File: config.mk
export PLATFORM = sky130hd
export DESIGN_NAME = rnd_vec_ctrl
export DESIGN_NICKNAME = d
export VERILOG_FILES = /design/src/rtl/rnd_vec_ctrl.sv
export SDC_FILE = /design/constraint.sdc
export NUM_CORES = 1
export LEC_CHECK = 0
export ABC_AREA = 1
export CAP_MARGIN = 20
export CORE_MARGIN = 2
export CORE_UTILIZATION = 48
export DETAILED_ROUTE_END_ITERATION = 6
export PLACE_DENSITY = 0.89
export SLEW_MARGIN = 15
export SYNTH_ARGS = -nofsm -noshare
export SYNTH_HDL_FRONTEND = slang
export SYNTH_SLANG_ARGS = --single-unit
File: constraint.sdc
create_clock -name clk -period 2.2 [get_ports clk]
set_input_delay 0.44 -clock clk [delete_from_list [all_inputs] [get_ports clk]]
set_output_delay 0.44 -clock clk [all_outputs]
set_load 0.02 [all_outputs]
File: src/rtl/rnd_vec_ctrl.sv
// rnd_vec_ctrl: round-robin front end that shares one rnd_vec_gen
// between NREQ stimulus requesters and tags each vector with its id.
module rnd_vec_ctrl #(
  parameter int OUT_SIZE = 16,
  parameter int NREQ     = 4,
  parameter int IDW      = 2,
  parameter int INIT_LEN = 32
) (
  input  logic                clk,
  input  logic                rst,
  input  logic [NREQ-1:0]     req_valid,
  input  logic [2*NREQ-1:0]   req_cmd,
  output logic [NREQ-1:0]     grant,
  output logic                rsp_valid,
  output logic [IDW-1:0]      rsp_id,
  output logic [OUT_SIZE-1:0] rsp_data,
  output logic                busy,
  output logic                gen_init,
  output logic                gen_save,
  output logic                gen_restore,
  output logic                gen_next,
  input  logic [OUT_SIZE-1:0] gen_out
);

  localparam int CW = $clog2(INIT_LEN + 1);

  localparam logic [1:0] CMD_NEXT    = 2'b00;
  localparam logic [1:0] CMD_SAVE    = 2'b01;
  localparam logic [1:0] CMD_RESTORE = 2'b10;
  localparam logic [1:0] CMD_REINIT  = 2'b11;

  typedef enum logic [2:0] {
    PINIT, IDLE, ISSUE, WINIT, CAPT
  } state_t;

  state_t              state, nxt;
  logic [CW-1:0]       cnt, cnt_d;
  logic                cnt_done;
  logic [IDW-1:0]      rr_ptr, rr_d;
  logic [IDW-1:0]      win, rsp_id_d;
  logic [1:0]          win_cmd;
  logic                found;
  logic [NREQ-1:0]     grant_d;
  logic                rsp_valid_d, busy_d;
  logic                init_d, save_d;
  logic                restore_d, next_d;
  logic [OUT_SIZE-1:0] rsp_data_d;

  assign cnt_done = (cnt == CW'(INIT_LEN));

  // Two passes give priority rr_ptr+1 .. NREQ-1, then 0 .. rr_ptr.
  always_comb begin
    found   = 1'b0;
    win     = '0;
    win_cmd = CMD_NEXT;
    for (int j = 0; j < NREQ; j++) begin
      if (!found && j > int'(rr_ptr) && req_valid[j]) begin
        found   = 1'b1;
        win     = IDW'(j);
        win_cmd = req_cmd[2*j +: 2];
      end
    end
    for (int j = 0; j < NREQ; j++) begin
      if (!found && j <= int'(rr_ptr) && req_valid[j]) begin
        found   = 1'b1;
        win     = IDW'(j);
        win_cmd = req_cmd[2*j +: 2];
      end
    end
  end

  always_ff @(posedge clk) begin
    if (rst) begin
      state       <= PINIT;
      cnt         <= '0;
      rr_ptr      <= IDW'(NREQ - 1);
      grant       <= '0;
      rsp_valid   <= 1'b0;
      rsp_id      <= '0;
      rsp_data    <= '0;
      busy        <= 1'b1;
      gen_init    <= 1'b0;
      gen_save    <= 1'b0;
      gen_restore <= 1'b0;
      gen_next    <= 1'b0;
    end else begin
      state       <= nxt;
      cnt         <= cnt_d;
      rr_ptr      <= rr_d;
      grant       <= grant_d;
      rsp_valid   <= rsp_valid_d;
      rsp_id      <= rsp_id_d;
      rsp_data    <= rsp_data_d;
      busy        <= busy_d;
      gen_init    <= init_d;
      gen_save    <= save_d;
      gen_restore <= restore_d;
      gen_next    <= next_d;
    end
  end

  // cnt counts gen_init high cycles; WINIT is entered with
  // the first one already issued at the accept edge.
  always_comb begin
    nxt   = state;
    cnt_d = cnt;
    unique case (state)
      PINIT: begin
        if (cnt_done) nxt   = IDLE;
        else          cnt_d = cnt + 1'b1;
      end
      IDLE: begin
        if (found) begin
          nxt   = (win_cmd == CMD_REINIT) ? WINIT : ISSUE;
          cnt_d = CW'(1);
        end
      end
      ISSUE: nxt = CAPT;
      WINIT: begin
        if (cnt_done) nxt   = CAPT;
        else          cnt_d = cnt + 1'b1;
      end
      CAPT:    nxt = IDLE;
      default: nxt = PINIT;
    endcase
  end

  always_comb begin
    grant_d     = '0;
    rsp_valid_d = 1'b0;
    rsp_id_d    = rsp_id;
    rsp_data_d  = rsp_data;
    rr_d        = rr_ptr;
    busy_d      = (nxt != IDLE);
    init_d      = 1'b0;
    save_d      = 1'b0;
    restore_d   = 1'b0;
    next_d      = 1'b0;
    unique case (state)
      PINIT: init_d = !cnt_done;
      IDLE: begin
        if (found) begin
          grant_d[win] = 1'b1;
          rsp_id_d     = win;
          rr_d         = win;
          unique case (1'b1)
            (win_cmd == CMD_NEXT):    next_d    = 1'b1;
            (win_cmd == CMD_SAVE):    save_d    = 1'b1;
            (win_cmd == CMD_RESTORE): restore_d = 1'b1;
            (win_cmd == CMD_REINIT):  init_d    = 1'b1;
            default: ;
          endcase
        end
      end
      WINIT: init_d = !cnt_done;
      CAPT: begin
        rsp_valid_d = 1'b1;
        rsp_data_d  = gen_out;
      end
      default: ;
    endcase
  end

endmodule

Word-level counts from Yosys, hierarchy flattened
Index checks and enable logic that the tools add are counted.

Add/sub/neg operators: 1. Order comparisons: 8. Equality and inequality tests: 11. Mux-type cells: 38. Bitwise logic cells: 2. Reduce and logical (&&, ||, !) cells: 27.

Operator list (number): $mux 2 (13); $mux 1 (16); $pmux 3 s5 (1); $logic_and 1x1->1 (13); $mux 6 (2); $pmux 6 s2 (1); $mux 3 (3); $logic_not 1->1 (7); $add 6x1->6 const B (1); $eq 3x2->1 const B (2); $eq 6x6->1 const B (1); $eq 2x2->1 const B (2); $gt 2x2->1 const A (2); $le 2x2->1 const A (2); $ne 2x2->1 const B (2); $eq 3x1->1 const B (1); $eq 3x3->1 const B (1); $logic_not 3->1 (1); $lt 2x3->1 const B (1); $ne 3x1->1 const B (1); $reduce_and 3->1 (1); $reduce_or 3->1 (1); $demux 1 s2 (1); $eq 2x1->1 const B (1); other kinds (9) (10).

Bits in registers: 39. Input bits: 30. Output and inout bits: 28.

Depth between registers and ports, before layout
Word-level depth: 31. Mapped depth: 12. Gate-level depth less buffers: 12.

Worst setup path after synthesis
OpenSTA, ideal clock, no wires.

Path kind: input to register. From: input req_valid[3]. To: register busy. Library setup time: 0.129 ns. Arrival: 1.366 ns. Setup slack: 0.705 ns. Stages: 10. Cell sequence: nand2_1 > nand3_2 > nor2_4 > nand3_2 > nand2_1 > nor2_1 > o21ai_2 > nand3_2 > nand2_1 > nand3_1.

Longest elaborated chain between the ends: 22. Elaborated cells between the ends (all ways): 27. Classes of those cells: 2 x eq/ne; 13 x mux; 12 x reduce/logical.

Ends and longest elaborated chain: start: declaration (line 11) `input logic [NREQ-1:0] req_valid,`; $logic_and 1x1->1 (line 57) `if (!found && j > int'(rr_ptr) && req_valid[j]) begin`; $mux 1 (line 57); $logic_not 1->1 (line 64) `if (!found && j <= int'(rr_ptr) && req_valid[j]) begin`; $logic_and 1x1->1 (line 64); $mux 1 (line 64); $logic_not 1->1 (line 64); $logic_and 1x1->1 (2 in series) (line 64); $mux 1 (line 64); [4 not listed]; $logic_not 1->1 (line 64); $logic_and 1x1->1 (2 in series) (line 64); $mux 2 (line 64); $eq 2x2->1 (line 114) `nxt = (win_cmd == CMD_REINIT) ? WINIT : ISSUE;`; $mux 1 (line 114); $mux 3 * (line 113) `if (found) begin`; $pmux 3 s5 * (line 107) `unique case (state)`; $ne 3x1->1 * (line 134) `busy_d = (nxt != IDLE);`; end signal: assignment (line 94) `busy <= busy_d;`; end: declaration (line 17) `output logic busy,`.

Mark *: on every way between the ends. The rest lies on a longest branch, timed or not. A chain may end at the register's enable or synchronous reset.

Worst setup path in the final report
From: input req_valid[1]. To: register busy.

Longest elaborated chain between the ends: 30. Elaborated cells between the ends (all ways): 37. Classes of those cells: 2 x eq/ne; 17 x mux; 18 x reduce/logical.

Ends and longest elaborated chain (line): $logic_and 1x1->1 (57); $mux 1 (57); $logic_not 1->1 (57); $logic_and 1x1->1 (2 in series) (57); $mux 1 (57); $logic_not 1->1 (57); $logic_and 1x1->1 (2 in series) (57); $mux 1 (57); [11 not listed]; $logic_not 1->1 (64); $logic_and 1x1->1 (2 in series) (64); $mux 2 (64); $eq 2x2->1 (114); $mux 1 (114); $mux 3 * (113); $pmux 3 s5 * (107); $ne 3x1->1 * (134).

Marked as above.

==> results.json <==
{
  "layout_common_cells": "nor2_1 (59), clkdlybuf4s50_1 (57), dfxtp_1 (39), nand2_1 (31), inv_1 (28)",
  "synth_edf_count": 0,
  "rows": 21,
  "status": "completed",
  "area_delta_synth_final_pct": 40.38,
  "die_h_um": 63.91,
  "rsz0062_at_grt": "no",
  "grt_max_degree": 18,
  "critPathLaunchType": "input pin",
  "post-route-min-period_ns": 1.796,
  "crit_type": "in -> reg",
  "yosysTopAreaCellShare_pct": 45.32,
  "final-seq-area_um2": 780.7,
  "vias_per_cell": 4.986,
  "ant_nets": 0,
  "p_switching_uw": 307.1,
  "drv_cap": 0,
  "hold_viol_final": 0,
  "cts_buffer_depth": 2,
  "synth_cells": 241,
  "grt_first_pass_wirelength_um": 7176,
  "finalMaxSlewViolations": 0,
  "min_period_over_period_pct": 81.64,
  "synth_xor_area_share_pct": 1.017,
  "clk_latency_ns": 0.35,
  "synth_warnings": 0,
  "internal-power_uw": 901.8,
  "cts_sinks": 39,
  "power.static_leakage_nw": 1.098,
  "cts_root_buf": "clkbuf_4",
  "synthFlopType": "dfxtp_1",
  "power_frac_seq_pct": 59.1,
  "ys_seq_area_share_pct": 45.32,
  "yosys.area.top_type": "dfxtp_1",
  "synth_area_leaders": "dfxtp_1 (45%), nor2_1 (13%), nand2_1 (6.8%), inv_1 (6.1%), o21ai_0 (5.8%)",
  "hold_path_class": "reg -> reg",
  "final_common_cell": "nor2_1",
  "worstMarginPinSlew_ns": 0.4884,
  "fmax_mhz": 556.8,
  "cellPowerDensity_nw_per_um2": 499.8,
  "async_reset_ff_share_pct": 0,
  "maxSlewHeadroom_pct": 67.19,
  "critPathArrivalTime_ns": 2.04,
  "routabilityCongestion": 0.9006,
  "cts_max_level": 2,
  "diodes": 0,
  "cts_setup_buffers": 0,
  "max-vdd-ir-drop_uv": 432.6,
  "design.portCount": 58,
  "netlist_area_um2": 1723,
  "swShare_pct": 25.40,
  "synth.net_count": 273,
  "cts-resized-gates": 0,
  "fin_skew_ns": 0.007501,
  "cts-hold-fix-buffers": 0,
  "worst_ep_required_time_ns": 2.44,
  "first_iter_violations": 93,
  "drt-total-wl_um": 4090,
  "fillers": 275,
  "finalSetupViolCount": 0,
  "design.core.area_um2": 3390,
  "dp_hpwl_um": 3039,
  "clkPwrFrac_pct": 30.6,
  "crit_fanout": 6,
  "vias": 1750,
  "antenna_found_initial": 0,
  "multi_input_area_um2": 802.0,
  "fin_nets": 336,
  "start_util_pct": 50.83,
  "synth_fa_ha_area_share_pct": 1.452,
  "synth_top_family_by_area": "simple AND/OR/NAND/NOR gates",
  "ys_ff_latch": 39,
  "grt_pass1_vias": 1771,
  "die_w_um": 63.91,
  "io_buffers": 57,
  "synthSimpleGateAreaFrac_pct": 33.04,
  "grtUsageTotal_pct": 21.90,
  "dieArea_um2": 4084,
  "drive_gt1_share_pct": 9.508,
  "avgRoutedWirePerCell_um": 11.65,
  "synthMuxAreaShare_pct": 0,
  "worst_setup_path_end_kind": "flip-flop",
  "detail_route.first_pass.iterations": 4,
  "cts_tree": "yes",
  "numCtsBuffers": 5,
  "synth_cell_type_count": 28,
  "cts.reportedPaths.clkPinSlew_ns": 0.12,
  "final_core_util_pct": 71.35,
  "synth-compound-area-share_pct": 11.04,
  "pwr-share-comb_pct": 10.2,
  "gr-total-overflow": 0,
  "synth_area_per_cell_um2": 7.149,
  "fin_tns_setup_ns": 0,
  "whs_ns": 0.4736,
  "drc": 0
}
-- power by group through the flow --
stage          logic [mW]  clock network [mW]  registers [mW]
4_1_cts             0.123               0.378           0.715
6_report            0.124               0.370           0.715
3_3_place_gp        0.120                   0           0.731
2_1_floorplan      0.0503                   0           0.732
3_5_place_dp        0.122                   0           0.731
5_1_grt             0.138               0.420           0.716
-- critical path, cell delays in order --
cell             delay (ns)
clkdlybuf4s50_1        0.43
nand2_2                0.14
nand3_2                0.10
nor2_4                 0.17
nand3_2                0.13
nand2_1                0.09
nor2_1                 0.05
o21ai_2                0.20
nand3_2                0.15
nand2_1                0.09
nand3_1                0.06
-- metrics by stage --
stage / std cells / setup slack (ns) / area [um^2] / power (mW)
2_1_floorplan: 241 / 0.7047 / 1723 / 0.7818
3_3_place_gp: 343 / 0.1168 / 2361 / 0.8511
3_5_place_dp: 343 / 0.07037 / 2361 / 0.8530
4_1_cts: 351 / 0.4062 / 2419 / 1.216
5_1_grt: 351 / 0.2683 / 2419 / 1.274
6_report: 351 / 0.4040 / 2419 / 1.209
-- cells by family after synthesis --
| kind of cell | Yosys count |
|---|---|
| compound gates | 35 |
| xor+xnor | 2 |
| fa+ha+maj | 2 |
| buf+inv | 37 |
| flops | 39 |
| simple gates | 126 |
-- cell usage after synthesis (3+ instances only) --
cell / instances
inv_1: 28
dfxtp_1: 39
clkbuf_1: 3
nor2_1: 59
nand2_2: 4
o21ai_0: 20
nand3_2: 5
inv_2: 3
a21oi_1: 9
nand2_1: 31
nor3_1: 9
nand4_1: 3
nand3_1: 10
-- layer usage --
layer / part of all wire, % / wire, um / track usage, %
met1: 44 / 1791 / 26.44
met2: 49 / 1998 / 36.33
met3: 6.7 / 276 / 7.923
met4: 0.56 / 23 / 6.522
met5: 0 / 0 / 0
-- worst paths after layout --
check                from         to  slack [ns]  depth (start not counted)
max          req_valid[1]       busy        0.40                         11
min reg2reg     rsp_id[0]  rsp_id[0]        0.47                          2
max reg2reg     rr_ptr[1]       busy        0.44                         11
min             rsp_id[0]  rsp_id[0]        0.47                          2
-- registers in the layout, summed over array words and instances, names as in the netlist --
signal and count:
rsp_id 2, grant 4, gen_save 1, rsp_data 16, busy 1, state 3
rr_ptr 2, cnt 6, gen_restore 1, gen_next 1, rsp_valid 1, gen_init 1
-- layout make-up --
| class | instances | share of cell area [%] |
|---|---|---|
| multi-input cells | 165 | 33.16 |
| inverters | 32 | 4.966 |
| clock buffers | 5 | 1.552 |
| repair buffers | 61 | 24.83 |
| flip-flops and latches | 39 | 32.28 |
| well taps | 46 | 2.380 |
| clock inverters | 3 | 0.8277 |
Note: power is estimated with default switching activity, not from simulation.
